===== src/rtl/mem_bus_pkg.sv =====
// Shared types and constants for the byte-wide memory responder.
// MEM_RESP_FETCH_BUFFER_EN enables the single-entry fetch buffer.
package mem_bus_pkg;

    typedef enum logic [1:0] {
        IDLE    = 2'd0,
        FETCH   = 2'd1,
        DATA    = 2'd2,
        RELEASE = 2'd3
    } state_t;

    typedef enum logic [1:0] {
        OP_NONE = 2'd0,
        OP_RD   = 2'd1,
        OP_WR   = 2'd2
    } op_t;

    localparam int          BEATS = 4;
    localparam logic [31:0] NOP   = 32'h0000_0013;

`ifdef MEM_RESP_FETCH_BUFFER_EN
    localparam bit FETCH_BUF_EN = 1'b1;
`else
    localparam bit FETCH_BUF_EN = 1'b0;
`endif

endpackage


===== src/rtl/mem_beat_engine.sv =====
// Runs one four-beat little-endian byte handshake on the external bus.
// A start in the final-ack cycle chains the next access back-to-back.
module mem_beat_engine
    import mem_bus_pkg::*;
#(
    parameter int ADDR_W = 24
) (
    input  logic              clk,
    input  logic              reset,
    input  logic              start,
    input  logic [ADDR_W-1:0] base,
    input  logic              we,
    input  logic [31:0]       wdata,
    input  logic              ext_ack,
    input  logic [7:0]        ext_rdata,
    output logic              ext_req,
    output logic              ext_we,
    output logic [ADDR_W-1:0] ext_addr,
    output logic [7:0]        ext_wdata,
    output logic [31:0]       word,
    output logic              done
);

    logic [1:0]  cnt;
    logic [1:0]  cnt_nxt;
    logic [31:0] wbuf;
    logic [31:0] rbuf;
    logic        beat;

    assign beat    = ext_req && ext_ack;
    assign cnt_nxt = cnt + 2'd1;
    assign done    = beat && (cnt == 2'(BEATS - 1));
    assign word    = {ext_rdata, rbuf[23:0]};

    always_ff @(posedge clk) begin
        if (reset) begin
            ext_req   <= 1'b0;
            ext_we    <= 1'b0;
            ext_addr  <= '0;
            ext_wdata <= '0;
            cnt       <= '0;
            wbuf      <= '0;
            rbuf      <= '0;
        end else begin
            if (beat) begin
                rbuf[{cnt, 3'b000} +: 8] <= ext_rdata;
                cnt       <= cnt_nxt;
                ext_addr  <= ext_addr + ADDR_W'(1);
                ext_wdata <= wbuf[{cnt_nxt, 3'b000} +: 8];
                if (done) begin
                    ext_req <= 1'b0;
                    ext_we  <= 1'b0;
                end
            end
            // a new access overrides the wind-down of the previous one
            if (start) begin
                ext_req   <= 1'b1;
                ext_we    <= we;
                ext_addr  <= base;
                ext_wdata <= wdata[7:0];
                wbuf      <= wdata;
                cnt       <= '0;
            end
        end
    end

endmodule


===== src/rtl/mem_responder.sv =====
// Serves core fetch and data ports from a byte-wide memory, stalling the core.
// MEM_RESP_FETCH_BUFFER_EN skips the fetch when the last fetched word matches.
module mem_responder
    import mem_bus_pkg::*;
#(
    parameter int ADDR_W = 24
) (
    input  logic              clk,
    input  logic              reset,
    input  logic [31:0]       pc_f,
    input  logic [31:0]       alu_result_m,
    input  logic [31:0]       write_data_m,
    input  logic              mem_write_m,
    input  logic              mem_read_m,
    output logic [31:0]       inst_f,
    output logic [31:0]       read_data_m,
    output logic              stall,
    output logic              ext_req,
    output logic              ext_we,
    output logic [ADDR_W-1:0] ext_addr,
    output logic [7:0]        ext_wdata,
    input  logic [7:0]        ext_rdata,
    input  logic              ext_ack
);

    state_t            state;
    op_t               op_in;
    op_t               op_q;
    logic [ADDR_W-1:0] addr_q;
    logic [31:0]       wdata_q;
    logic              need_fetch;

    logic              eng_start;
    logic [ADDR_W-1:0] eng_base;
    logic              eng_we;
    logic [31:0]       eng_wdata;
    logic [31:0]       eng_word;
    logic              eng_done;

    logic unused_bits;
    assign unused_bits = ^{pc_f[31:ADDR_W], pc_f[1:0],
                           alu_result_m[31:ADDR_W], alu_result_m[1:0]};

    always_comb begin
        op_in = OP_NONE;
        if (mem_write_m)
            op_in = OP_WR;
        else if (mem_read_m)
            op_in = OP_RD;
    end

`ifdef MEM_RESP_FETCH_BUFFER_EN
    logic              buf_valid;
    logic [ADDR_W-3:0] buf_tag;
    logic [ADDR_W-3:0] pc_tag_q;

    assign need_fetch = !(buf_valid && buf_tag == pc_f[ADDR_W-1:2]);

    always_ff @(posedge clk) begin
        if (reset) begin
            buf_valid <= 1'b0;
            buf_tag   <= '0;
            pc_tag_q  <= '0;
        end else begin
            if (state == IDLE)
                pc_tag_q <= pc_f[ADDR_W-1:2];
            if (state == FETCH && eng_done) begin
                buf_valid <= 1'b1;
                buf_tag   <= pc_tag_q;
            end
            if (state == DATA && eng_done && op_q == OP_WR
                && addr_q[ADDR_W-1:2] == buf_tag)
                buf_valid <= 1'b0;
        end
    end
`else
    assign need_fetch = 1'b1;
`endif

    // IDLE launches from the live core ports; FETCH chains the latched op
    always_comb begin
        eng_start = 1'b0;
        eng_base  = '0;
        eng_we    = 1'b0;
        eng_wdata = '0;
        unique case (state)
            IDLE: begin
                if (need_fetch) begin
                    eng_start = 1'b1;
                    eng_base  = {pc_f[ADDR_W-1:2], 2'b00};
                end else if (op_in != OP_NONE) begin
                    eng_start = 1'b1;
                    eng_base  = {alu_result_m[ADDR_W-1:2], 2'b00};
                    eng_we    = (op_in == OP_WR);
                    eng_wdata = write_data_m;
                end
            end
            FETCH: begin
                if (eng_done && op_q != OP_NONE) begin
                    eng_start = 1'b1;
                    eng_base  = addr_q;
                    eng_we    = (op_q == OP_WR);
                    eng_wdata = wdata_q;
                end
            end
            default: ;
        endcase
    end

    always_ff @(posedge clk) begin
        if (reset) begin
            state       <= IDLE;
            stall       <= 1'b1;
            inst_f      <= NOP;
            read_data_m <= '0;
            op_q        <= OP_NONE;
            addr_q      <= '0;
            wdata_q     <= '0;
        end else begin
            unique case (state)
                IDLE: begin
                    op_q    <= op_in;
                    addr_q  <= {alu_result_m[ADDR_W-1:2], 2'b00};
                    wdata_q <= write_data_m;
                    if (need_fetch)
                        state <= FETCH;
                    else if (op_in != OP_NONE)
                        state <= DATA;
                    else begin
                        state <= RELEASE;
                        stall <= 1'b0;
                    end
                end
                FETCH: begin
                    if (eng_done) begin
                        inst_f <= eng_word;
                        if (op_q != OP_NONE)
                            state <= DATA;
                        else begin
                            state <= RELEASE;
                            stall <= 1'b0;
                        end
                    end
                end
                DATA: begin
                    if (eng_done) begin
                        if (op_q == OP_RD)
                            read_data_m <= eng_word;
                        state <= RELEASE;
                        stall <= 1'b0;
                    end
                end
                RELEASE: begin
                    state <= IDLE;
                    stall <= 1'b1;
                end
                default: state <= IDLE;
            endcase
        end
    end

    mem_beat_engine #(.ADDR_W(ADDR_W)) u_engine (
        .clk       (clk),
        .reset     (reset),
        .start     (eng_start),
        .base      (eng_base),
        .we        (eng_we),
        .wdata     (eng_wdata),
        .ext_ack   (ext_ack),
        .ext_rdata (ext_rdata),
        .ext_req   (ext_req),
        .ext_we    (ext_we),
        .ext_addr  (ext_addr),
        .ext_wdata (ext_wdata),
        .word      (eng_word),
        .done      (eng_done)
    );

endmodule


===== config.mk =====
export PLATFORM = sky130hd
export DESIGN_NAME = mem_responder
export DESIGN_NICKNAME = d
export VERILOG_FILES = /design/src/rtl/mem_bus_pkg.sv /design/src/rtl/mem_beat_engine.sv /design/src/rtl/mem_responder.sv
export SDC_FILE = /design/constraint.sdc
export NUM_CORES = 1
export LEC_CHECK = 0
export CORE_ASPECT_RATIO = 1.25
export CORE_MARGIN = 10
export CORE_UTILIZATION = 46
export CTS_CLUSTER_SIZE = 28
export DETAILED_ROUTE_END_ITERATION = 6
export PLACE_DENSITY = 0.75
export SYNTH_ARGS = -nofsm -noshare
export SYNTH_HDL_FRONTEND = slang
export SYNTH_SLANG_ARGS = --single-unit

===== constraint.sdc =====
create_clock -name clk -period 5.25 [get_ports clk]
set_input_delay 1.05 -clock clk [delete_from_list [all_inputs] [get_ports clk]]
set_output_delay 1.05 -clock clk [all_outputs]
set_load 0.1 [all_outputs]

; Yosys cells after proc, flatten, opt, wreduce, memory -nomap -nowiden
; Index checks and enable logic that the tools add are counted.
[classes]
n_addsub = 3
eq_ne = 9
shifts = 3
mux = 26
n_bitwise = 1
n_reduce_logical = 13
[ops]
columns = operator, count
row1 = $mux 24, 3
row2 = $mux 32, 2
row3 = $pmux 24 s2, 1
row4 = $bwmux 32, 1
row5 = $shift 8x7->32 const A, 1
row6 = $shiftx 32x6->8, 1
row7 = $shiftx 8x7->32, 1
row8 = $add 24x1->24 const B, 1
row9 = $mux 8, 2
row10 = $mux 1, 11
row11 = $eq 2x2->1 const B, 4
row12 = $pmux 2 s4, 1
row13 = $neg 5->7, 1
row14 = $mux 2, 3
row15 = $ne 2x2->1 const B, 3
row16 = $reduce_and 2->1, 3
row17 = $reduce_bool 2->1, 3
row18 = $eq 2x1->1 const B, 2
row19 = $reduce_and 4->1, 1
row20 = $logic_and 1x1->1, 3
row21 = $pmux 1 s3, 1
row22 = $reduce_and 3->1, 1
row23 = $add 2x1->2 const B, 1
row24 = $logic_not 2->1, 1
row25 = other kinds (3), 3
[word_totals]
regBits = 223
inputBits = 109
output_inout_bits = 99
word_cells = 69

; Depth between registers and ports, before layout
; Gate-level depths: netlist (run 1).
[depth]
depth_word = 7
ltp_mapped = 8
mapped_depth_nobuf = 6

; Hierarchy
; Synthesis (run 1) repeated with hierarchy kept, for this count alone.
[hier_totals]
hier_cells = 991
hier_area_um2 = 9003.6
[by_module_without_submodules]
columns = mod, n_inst, cells_each, area_per_inst_um2
row1 = mem_responder, 1, 552, 4874.7
row2 = mem_beat_engine, 1, 439, 4129.0

; Worst setup path before layout (run 1)
; No wires, ideal clock.
[synth_path]
path_kind = flip-flop to flip-flop
start = register u_engine.ext_addr[2]
end = register u_engine.ext_addr[23]
arrival_time_ns = 2.542
required_time_ns = 5.159
slack_ns = 2.617
stages_incl_launch_ff = 6
synth_period_minus_slack_ns = 2.633
cell_sequence = dfxtp_1 buf_2 nand3_4 or4_1 or4_1 a311oi_1
[synth_between]
elab_chain_cells = 3
[synth_lines]
columns = element, line
row1 = from (decl), mem_beat_engine.sv:18  ; output logic [ADDR_W-1:0] ext_addr,
row2 = from (signal assigned), mem_beat_engine.sv:48  ; ext_addr <= ext_addr + ADDR_W'(1);
row3 = from (signal assigned), mem_beat_engine.sv:59  ; ext_addr <= base;
row4 = $add 24x1->24, mem_beat_engine.sv:48
row5 = $mux 24, mem_beat_engine.sv:45  ; if (beat) begin
row6 = $mux 24, mem_beat_engine.sv:56  ; if (start) begin
; No other way between the ends. The select of a mux whose other input is x is not followed.
; A chain may end at the register's enable or synchronous reset.

; Worst setup path after layout (run 1)
[layout_path]
start = register u_engine.ext_req
end = output port ext_req
[layout_rtl]
columns = element, line
row1 = from (decl), mem_beat_engine.sv:16  ; output logic ext_req,
row2 = from (signal assigned), mem_beat_engine.sv:37  ; ext_req <= 1'b0;
row3 = from (signal assigned), mem_beat_engine.sv:51  ; ext_req <= 1'b0;
row4 = from (signal assigned), mem_beat_engine.sv:57  ; ext_req <= 1'b1;
row5 = to (decl), mem_responder.sv:18  ; output logic ext_req,
; No word-level cell between the ends.

==> key figures, run 1 <==
Critical path
  – CP Capture Type: output port
  – Startpoint types: register
  – Crit path max fanout: 12
  – Crit Path Category: register to output port
  – CP max stage delay: between 1 and 1.5 ns
  – Crit path arrival time: between 2 and 2.5 ns
  – Worst r2r src: u_engine.cnt[0]
  – R2r endpoint: u_engine.wbuf[8]
  – Reg2reg setup slack: 2.16 ns
  – CP cell instances: clkdlybuf4s50_1
  – Slowest cell on the critical path: clkdlybuf4s50_1
  – Required @ worst endpoint: 4.20 ns
  – CP Buf/Inv Count: 1
  – Worst R2R Path Depth: 6
  – CP top delay family: buffers and inverters

Global routing
  – First-pass GRT wire length: roughly 40,000 microns
  – Initial antenna violation count: 1
  – Routing usage on met2: around a third
  – Vias in the first global route: ~7,400
  – Grt ovf: 0
  – Global routing's busiest layer: met2
  – Met1 Use GR: ~26%
  – Total track usage: approximately a fifth
  – Largest net degree at the start of global routing: ~110
  – Met3 Use GR: under 10%

Drt
  – Via count: approximately 7,900
  – Post-route ant nets: 0
  – Final wirelength: between 20,000 and 30,000 microns
  – WL/cell: 19.3 microns
  – DRT Pass-1 Iters: 5
  – DR iter-0 viols: 680
  – Via-to-Cell Ratio: 5.74
  – Residual DRC: 0

Hold path
  – Min-Delay Endpoint: read_data_m[17]
  – Count of cells along the worst hold path: 2
  – Min-delay src: read_data_m[17]
  – Worst Hold Class: register to register

Cells and area
  – Layout Nets: approximately 1,200
  – Most frequent cells in the layout: dfxtp_1 (215), clkdlybuf4s50_1 (186), nand2_1 (159)
  – Area Growth Syn to Fin: 31.3%
  – Commonest non-fill, non-tap cell in the layout: dfxtp_1
  – Share of layout cells above drive strength 1: slightly above 6%
  – Post-route cell area: between 10,000 and 15,000 sq um

Yosys
  – Seq/Total Area, Yosys: approximately 50%
  – Synth cell types: 59
  – Mean post-synth cell area: between 8 and 9 sq um
  – Mux contribution to synthesized area: 8.64%
  – Post-synthesis compound-gate area fraction: a little under a fifth
  – Main combinational cell family by area after synthesis: compound AO/OA/AOI/OAI gates
  – Synth Area in XOR/XNOR: 0.403%
  – Cells after synthesis: around 970
  – Simple-gate share of the synthesized area: between 15 and 20%
  – Net Count, Synth: 1,086
  – Synth Register Bits: 215
  – Post-Synth Adder-Cell Area: roughly 1.4%
  – Post-Syn Area: around 8700 sq um
  – Top_reg_cell synth: dfxtp_1
  – EDFF count, synth: 0
  – Synth async-reset ratio: 0%
  – Syn. warnings: 0

Clock network
  – H-tree levels: 1
  – CTS max path bufs: 3
  – CTS buffer count: 21
  – Cts repair resizes: 0
  – Skew-Pair Late Insertion Delay: 0.50 ns
  – Reg clk slew, reported paths: approximately 0.07 ns
  – CTS tree: yes
  – Root Driver: clkbuf_16
  – Setup bufs post-CTS: 0
  – TritonCTS Sinks: between 200 and 250
  – Hold buffer count at cts: 0

Pwr
  – Part of the power in the clock network: 26.8%
  – Internal power: about 0.0035 W
  – Max IR drop VDD: just under 0.4 mV
  – Switching Fraction: about two fifths
  – P_leak: approximately 4.2 nW
  – Power Density: between 500 and 600 nW/um^2
  – NetSw: between 0.002 and 0.0025 W
  – Logic gate share of total power: between 30% and 40%
  – Flop pwr share: a little over a third

Timing
  – F_max: roughly 300 MHz
  – Setup_tns: 0 ns
  – Final worst clock skew: 0.0113 ns
  – Rel. slew slack: 25.5%
  – Tmin final: between 3 and 4 ns
  – Pins Over Slew Limit: 0
  – RSZ-0062 raised after global routing: no
  – Hold Vio Cnt, Final: 0
  – Final setup vio count: 0
  – Final period utilization: between 60% and 70%
  – Actual slew at the worst max-slew pin: 1.12 ns

Floorplan
  – Initial Util: 46.5%
  – I/O Pins: between 200 and 250
  – Core area: between 15,000 and 20,000 sq um
  – Row cnt: between 50 and 60
  – Die Span Y: 174 microns
  – Die Footprint: between 20,000 and 25,000 sq um
  – Die X: between 100 and 150 microns

Flow run
  – Max-Cap Viols: 0

Placement
  – Post-placement cell area: 10,700 sq um
  – Post-DP HPWL: between 15,000 and 20,000 microns
  – GP Congestion: 0.972
  – Number of I/O port buffers: 187

Status
  – Outcome: completed
[sequential cells by signal (all words and copies together), names as in the netlist, 2 cells and up]
signal / count
inst_f: 32
read_data_m: 32
u_engine.wbuf: 32
wdata_q: 32
u_engine.ext_addr: 24
u_engine.rbuf: 24
addr_q: 22
u_engine.ext_wdata: 8
op_q: 2
state: 2
u_engine.cnt: 2
[power groups by stage]
stage          registers, W  clock network, W  logic, W
2_1_floorplan       0.00269                 0   0.00100
3_3_place_gp        0.00210                 0   0.00213
3_5_place_dp        0.00211                 0   0.00216
4_1_cts             0.00207           0.00158   0.00217
5_1_grt             0.00211           0.00165   0.00230
6_report            0.00208           0.00156   0.00218
[cell type report]
cell class / instances / area, sq um
well taps: 232 / 290
repair buffers: 199 / 1960
clock buffers: 31 / 623
clock inverters: 7 / 92.6
flip-flops and latches: 215 / 4300
multi-input cells: 667 / 4100
inverters: 15 / 56.3
fillers: 1635 / 7280
diodes: 1 / 2.50
[worst max-delay path by stage]
stage                             to            startpoint  cells after the start  slack (ns)
2_1_floorplan  u_engine.ext_addr[23]  u_engine.ext_addr[2]                      5        2.62
3_5_place_dp        u_engine.wbuf[0]               ext_ack                      6        1.50
4_1_cts                      ext_req      u_engine.ext_req                      1        1.88
3_3_place_gp       u_engine.wbuf[26]               ext_ack                      6        1.55
5_1_grt            u_engine.wbuf[30]               ext_ack                      6        1.73
6_report                     ext_req      u_engine.ext_req                      1        1.90
[cell usage after synthesis (4+ instances only)]
| master | number | area (sq um) |
|---|---|---|
| a211oi_1 | 15 | 113 |
| and4_1 | 5 | 43.8 |
| o21ai_0 | 35 | 175 |
| nand3_1 | 23 | 115 |
| a21oi_1 | 77 | 385 |
| xnor2_1 | 4 | 35.0 |
| dfxtp_1 | 215 | 4300 |
| nand4_1 | 11 | 68.8 |
| o311ai_0 | 4 | 35.0 |
| inv_1 | 14 | 52.6 |
| and2_1 | 5 | 31.3 |
| and3_1 | 5 | 31.3 |
| ha_1 | 10 | 125 |
| nor4_1 | 8 | 50.1 |
| clkbuf_1 | 56 | 210 |
| a31oi_1 | 4 | 25.0 |
| a22o_1 | 32 | 280 |
| mux2i_1 | 56 | 561 |
| buf_2 | 11 | 55.1 |
| a311oi_1 | 5 | 43.8 |
| mux4_2 | 8 | 180 |
| nor3_1 | 8 | 40.0 |
| a221oi_1 | 7 | 61.3 |
| a22oi_1 | 27 | 203 |
| nor2_1 | 105 | 394 |
| nand2_1 | 159 | 597 |
[stage by stage]
| step | hold slack, ns | instances | setup slack (ns) | power (W) | utilization (%) |
|---|---|---|---|---|---|
| global placement | 0.441 | 1328 | 1.55 | 0.00423 | 57.2 |
| detailed placement | 0.446 | 1328 | 1.50 | 0.00427 | 57.2 |
| floorplan | 0.437 | 967 | 2.62 | 0.00369 | - |
| finish | 0.453 | 1367 | 1.90 | 0.00581 | 61.1 |
| global route | 0.473 | 1366 | 1.73 | 0.00606 | 61.0 |
| CTS | 0.454 | 1366 | 1.88 | 0.00582 | 61.0 |
[routing by layer]
| metal | share of wire, % | up-vias |
|---|---|---|
| li1 | - | 3782 |
| met1 | 43 | 3699 |
| met2 | 47 | 306 |
| met3 | 7.6 | 64 |
| met4 | 3.0 | 0 |
| met5 | 0 | - |
[worst min-delay path, delay by kind of cell, from the launching register on]
| kind | cells | cell delay [ns] |
|---|---|---|
| AND/OR/NAND/NOR | 1 | 0.05 |
| flip-flops | 1 | 0.31 |
| AO/OA/AOI/OAI | 1 | 0.05 |
[cells by family (layout without fill, tap and decap cells)]
logic type	after synthesis	count (layout)
buffers and inverters	85	252
XOR/XNOR	4	4
other	0	1
adder cells (fa/ha/maj)	10	10
multiplexers	65	65
AO/OA/AOI/OAI	242	242
AND/OR/NAND/NOR	346	346
flip-flops	215	215
Note: power is estimated with default switching activity, not from simulation.
==> inputs of run 2 (changes only) <==
==> constraint.sdc (replaced) <==
create_clock -name clk -period 3.25 [get_ports clk]
set_input_delay 0.65 -clock clk [delete_from_list [all_inputs] [get_ports clk]]
set_output_delay 0.65 -clock clk [all_outputs]
set_load 0.1 [all_outputs]
==> run 2 against run 1 <==
Sequential cell count is the same; clock-buffer cell count shrank 5; sequential power grew 61%; highest routed layer unchanged; utilization shrank 0.45 points; critical path type is now register to register; non-clock buffer count grew 15; largest power group unchanged; cell area shrank 0.73%; critical endpoint is now u_engine.wbuf[5]; sequential share of layout area grew 0.28 points; first-iteration DRC count shrank 7.4%.
==> key figures, run 2 (synthesis results as in run 1) <==
Cells and area
  – Multi-input logic area: 4100 sq um
  – Area Growth Syn to Fin: 30.3%
  – Register area: approximately 4300 sq um
  – Layout Nets: 1,254
  – Share of layout cells above drive strength 1: between 10% and 20%
  – Most frequent cells in the layout: dfxtp_1 (215), nand2_1 (159), buf_4 (126)
  – Commonest non-fill, non-tap cell in the layout: dfxtp_1
  – Filler instances: about 1,600

Clock network
  – CTS tree: yes
  – CTS max path bufs: 3
  – Setup bufs post-CTS: 0
  – Reg clk slew, reported paths: around 0.06 ns
  – Root Driver: clkbuf_16
  – TritonCTS Sinks: 215
  – Skew-Pair Late Insertion Delay: 0.50 ns
  – Cts repair resizes: 0
  – Hold buffer count at cts: 0
  – H-tree levels: 1
  – CTS buffer count: 22

Timing
  – Setup_tns: 0 ns
  – Actual slew at the worst max-slew pin: around 0.84 ns
  – Final period utilization: 76.1%
  – F_max: approximately 400 MHz
  – Tmin final: between 2 and 2.5 ns
  – RSZ-0062 raised after global routing: no
  – Final setup vio count: 0
  – Final WS setup: roughly 0.78 ns
  – Hold Vio Cnt, Final: 0
  – Rel. slew slack: a little over two fifths
  – Pins Over Slew Limit: 0
  – Final worst clock skew: 0.00806 ns

Critical path
  – CP Buf/Inv Count: 3
  – R2r endpoint: u_engine.wbuf[5]
  – CP max stage delay: 0.52 ns
  – Worst R2R Path Depth: 8
  – Most used cell, CP: buf_4
  – Reg2reg setup slack: between 0.7 and 0.8 ns
  – Startpoint types: register
  – CP top delay family: compound AO/OA/AOI/OAI gates
  – Crit path arrival time: 2.91 ns
  – CP cell instances: inv_1, ha_1, o21a_1, nand2_1, buf_4, nor2_2, buf_4, a22o_1
  – CP Capture Type: register
  – Required @ worst endpoint: approximately 3.7 ns
  – Crit path max fanout: 32
  – Slowest cell on the critical path: o21a_1
  – Worst r2r src: state[1]
  – Crit Path Category: register to register

Global routing
  – Total track usage: ~20%
  – First-pass GRT wire length: 41,900 microns
  – Vias in the first global route: 7,534
  – Grt ovf: 0
  – Largest net degree at the start of global routing: 55
  – Initial antenna violation count: 0

Pwr
  – Switching Fraction: 40.3%
  – Max IR drop VDD: ~0.47 mV
  – Power Density: approximately 830 nW/um^2
  – Logic gate share of total power: ~37%
  – P_leak: between 4 and 5 nW
  – Internal power: 0.00565 W
  – NetSw: roughly 0.0038 W
  – Overall power: 0.00946 W
  – Flop pwr share: a little over a third
  – Part of the power in the clock network: between 20% and 30%

Flow run
  – Max-Cap Viols: 0

Hold path
  – Min-delay src: inst_f[25]
  – Count of cells along the worst hold path: 2
  – Min-Delay Endpoint: inst_f[25]
  – Worst Hold Class: register to register

Placement
  – Place WS: ~0.57 ns
  – Number of I/O port buffers: between 150 and 200
  – GP Congestion: 0.915
  – Post-DP HPWL: approximately 19,000 microns

Floorplan
  – Core area: around 19,000 sq um
  – I/O Pins: about 210
  – Initial Util: between 40% and 50%
  – Row cnt: 56
  – Die Span Y: 174 microns
  – Die Footprint: between 20,000 and 25,000 sq um
  – Die X: ~140 microns

Drt
  – Post-route ant nets: 0
  – Via count: 7,798
  – DRT Pass-1 Iters: 5
  – Via-to-Cell Ratio: roughly 5.6
  – DR iter-0 viols: between 600 and 700
  – Residual DRC: 0
  – Final wirelength: ~26,000 microns
  – WL/cell: approximately 19 microns

Status
  – Outcome: completed
run 2: changes by cell type in the layout (fill, tap and decap cells not counted):
cell / delta
clkinv_8: +1
clkinv_2: +3
clkdlybuf4s50_1: -99
buf_12: +1
clkbuf_16: +1
clkinvlp_4: +2
clkbuf_1: -2
bufinv_16: +1
buf_4: +113
clkbuf_8: -4
run 2: worst max-delay path by stage:
stage / startpoint / end / cells after the start
2_1_floorplan: u_engine.ext_addr[2] / u_engine.ext_addr[23] / 5
3_3_place_gp: ext_ack / u_engine.wbuf[25] / 8
3_5_place_dp: ext_ack / u_engine.wbuf[8] / 8
4_1_cts: state[1] / u_engine.wbuf[5] / 8
5_1_grt: state[1] / u_engine.wbuf[5] / 8
6_report: state[1] / u_engine.wbuf[5] / 8
run 2: layout make-up:
type / count / share of cell area (%)
Timing Repair Buffer: 214 / 16.2
Multi-Input combinational cell: 667 / 36.1
Sequential cell: 215 / 38.0
Inverter: 15 / 0.497
Clock inverter: 14 / 1.49
Antenna cell: 1 / 0.0221
Clock buffer: 26 / 5.16
Tap cell: 232 / 2.56
run 2: worst min-delay path, delay by kind of cell (launching register included):
family	cells	cell delay [ns]
flip-flops	1	0.31
AO/OA/AOI/OAI	1	0.05
AND/OR/NAND/NOR	1	0.05
run 2: stage by stage:
| stage | hold slack [ns] | cells | utilization [%] | area [sq um] |
|---|---|---|---|---|
| final | 0.454 | 1384 | 60.6 | 11300 |
| after CTS | 0.455 | 1383 | 60.6 | 11300 |
| after global placement | 0.442 | 1343 | 56.6 | 10600 |
| after floorplan | 0.437 | 967 | - | 8700 |
| after detailed placement | 0.447 | 1343 | 56.6 | 10600 |
| after global routing | 0.474 | 1383 | 60.6 | 11300 |
run 2: power by group through the flow:
stage	registers [W]	logic, W	clock network [W]
2_1_floorplan	0.00434	0.00162	0
5_1_grt	0.00340	0.00375	0.00275
3_3_place_gp	0.00339	0.00347	0
4_1_cts	0.00335	0.00351	0.00264
3_5_place_dp	0.00340	0.00350	0
6_report	0.00335	0.00350	0.00260
run 2: metal layers:
layer | up-vias | wire length, microns | global-route usage (%)
li1 | 3809 | - | -
met1 | 3655 | 11400 | 26.3
met2 | 282 | 12500 | 33.4
met3 | 52 | 1750 | 3.73
met4 | 0 | 710 | 6.55
met5 | - | 0 | 0
==> inputs of run 3 (changes only) <==
==> constraint.sdc (replaced) <==
create_clock -name clk -period 2.5 [get_ports clk]
set_input_delay 0.5 -clock clk [delete_from_list [all_inputs] [get_ports clk]]
set_output_delay 0.5 -clock clk [all_outputs]
set_load 0.1 [all_outputs]
==> run 3 against run 2 <==
Critical path depth is 1 lower; clock skew is 0.0029 ns higher; cell area is 2.1% higher; setup slack worse by 0.41 ns; largest cell class unchanged; highest routed layer unchanged.
==> key figures, run 3 (synthesis results as in run 1) <==
Global routing
  – Grt ovf: 0
  – Vias in the first global route: 7,637
  – Largest net degree at the start of global routing: 95
  – Initial antenna violation count: 1
  – Total track usage: about a fifth
  – First-pass GRT wire length: roughly 42,000 microns

Placement
  – Place WS: a little under 0.01 ns
  – Post-DP HPWL: a little under 20,000 microns
  – Dpl cells: between 1,000 and 1,500
  – Number of I/O port buffers: approximately 190
  – Post-placement cell area: 10,800 sq um
  – GP Congestion: a little under 1

Critical path
  – Worst R2R Path Depth: 7
  – R2r endpoint: u_engine.ext_addr[2]
  – Worst r2r src: state[0]
  – Required @ worst endpoint: around 2.9 ns
  – Crit path arrival time: approximately 2.5 ns
  – Reg2reg setup slack: 0.36 ns
  – Crit Path Category: register to register
  – Startpoint types: register
  – Crit path max fanout: 16
  – CP Capture Type: register

Drt
  – DRT Pass-1 Iters: 5
  – Final wirelength: 26,800 microns
  – Via-to-Cell Ratio: 5.65
  – DR iter-0 viols: about 560
  – Via count: ~8,000
  – WL/cell: between 15 and 20 microns
  – Post-route ant nets: 0
  – Residual DRC: 0

Timing
  – F_max: between 400 and 500 MHz
  – Rel. slew slack: 55.8%
  – RSZ-0062 raised after global routing: no
  – Pins Over Slew Limit: 0
  – Final worst clock skew: 0.0109 ns
  – Tmin final: 2.14 ns
  – Final period utilization: between 80% and 90%
  – Actual slew at the worst max-slew pin: roughly 0.65 ns
  – Final WS setup: 0.364 ns
  – Final setup vio count: 0
  – Hold Vio Cnt, Final: 0

Pwr
  – Max IR drop VDD: 0.570 mV
  – Power Density: between 1000 and 1500 nW/um^2
  – P_leak: between 4 and 5 nW

Hold path
  – Count of cells along the worst hold path: 2
  – Min-Delay Endpoint: addr_q[8]
  – Min-delay src: reset
  – Worst Hold Class: input pin to register

Clock network
  – Skew-Pair Late Insertion Delay: approximately 0.5 ns
  – TritonCTS Sinks: between 200 and 250
  – CTS tree: yes
  – Cts repair resizes: 0
  – CTS buffer count: 22
  – H-tree levels: 1
  – Root Driver: clkbuf_16
  – Hold buffer count at cts: 0
  – Setup bufs post-CTS: 0
  – CTS max path bufs: 3
  – Reg clk slew, reported paths: roughly 0.060 ns

Cells and area
  – Share of layout cells above drive strength 1: 17.8%
  – Filler instances: ~1,600
  – Area Growth Syn to Fin: 33.1%
  – Final core utilization: about 62%
  – Register area: approximately 4300 sq um
  – Final cell count without fillers: roughly 1,400
  – Multi-input logic area: 4100 sq um
  – Layout Nets: approximately 1,300
  – Post-route cell area: around 12,000 sq um
  – Most frequent cells in the layout: dfxtp_1 (210), nand2_1 (159), buf_4 (139)
  – Commonest non-fill, non-tap cell in the layout: dfxtp_1

Flow run
  – Max-Cap Viols: 0

Floorplan
  – I/O Pins: roughly 210
  – Die X: around 140 microns
  – Die Footprint: between 20,000 and 25,000 sq um
  – Initial Util: 46.5%
  – Die Span Y: around 170 microns
  – Core area: 18,700 sq um
  – Row cnt: 56

Status
  – Outcome: completed
==> run 3: layout make-up <==
type	instances	share of cell area (%)
antenna	1	0.0216
clock buffer	30	5.27
clock inverter	10	1.20
inverter	15	0.486
multi-input combinational	667	35.4
sequential	215	37.2
tap	232	2.51
timing repair buffer	234	17.9
==> run 3: stage by stage <==
| step | power (W) | hold slack (ns) | setup TNS [ns] |
|---|---|---|---|
| 5_1_grt | 0.0131 | 0.434 | 0 |
| 4_1_cts | 0.0126 | 0.421 | 0 |
| 3_3_place_gp | 0.00912 | 0.442 | 0 |
| 6_report | 0.0125 | 0.434 | 0 |
| 2_1_floorplan | 0.00775 | 0.437 | -0.0130 |
| 3_5_place_dp | 0.00920 | 0.447 | 0 |
==> run 3: power by group <==
group	leakage (nW)	switching, W	internal [W]
sequential	1.75	0.000480	0.00388
combinational	2.52	0.00315	0.00164
clock	0.368	0.00136	0.00203
==> run 3: worst max-delay path: stages, from the launching register on <==
cell,delay [ns]
dfxtp_1,0.36
inv_1,0.14
ha_4,0.33
a21o_1,0.37
buf_4,0.23
nand2_1,0.08
a2111oi_0,0.40
nor4_1,0.09
==> run 3: layer usage <==
metal / GRT usage (%) / vias up / routed length [microns]
met1: 25.8 / 3717 / 11100
li1: - / 3842 / -
met2: 33.6 / 295 / 12600
met3: 4.25 / 77 / 1950
met4: 8.05 / 0 / 1060
met5: 0 / - / 0
==> run 3: how the worst max path moves through the flow <==
stage / startpoint / to / slack (ns) / cells after the start
after floorplan: u_engine.ext_addr[16] / u_engine.ext_addr[23] / -0.01 / 4
after global placement: ext_ack / u_engine.ext_addr[7] / 0.02 / 6
after detailed placement: ext_ack / u_engine.ext_addr[7] / 0.01 / 6
after CTS: u_engine.cnt[1] / u_engine.rbuf[15] / 0.34 / 8
after global routing: u_engine.cnt[1] / u_engine.ext_wdata[3] / 0.20 / 5
final: state[0] / u_engine.ext_addr[2] / 0.36 / 7
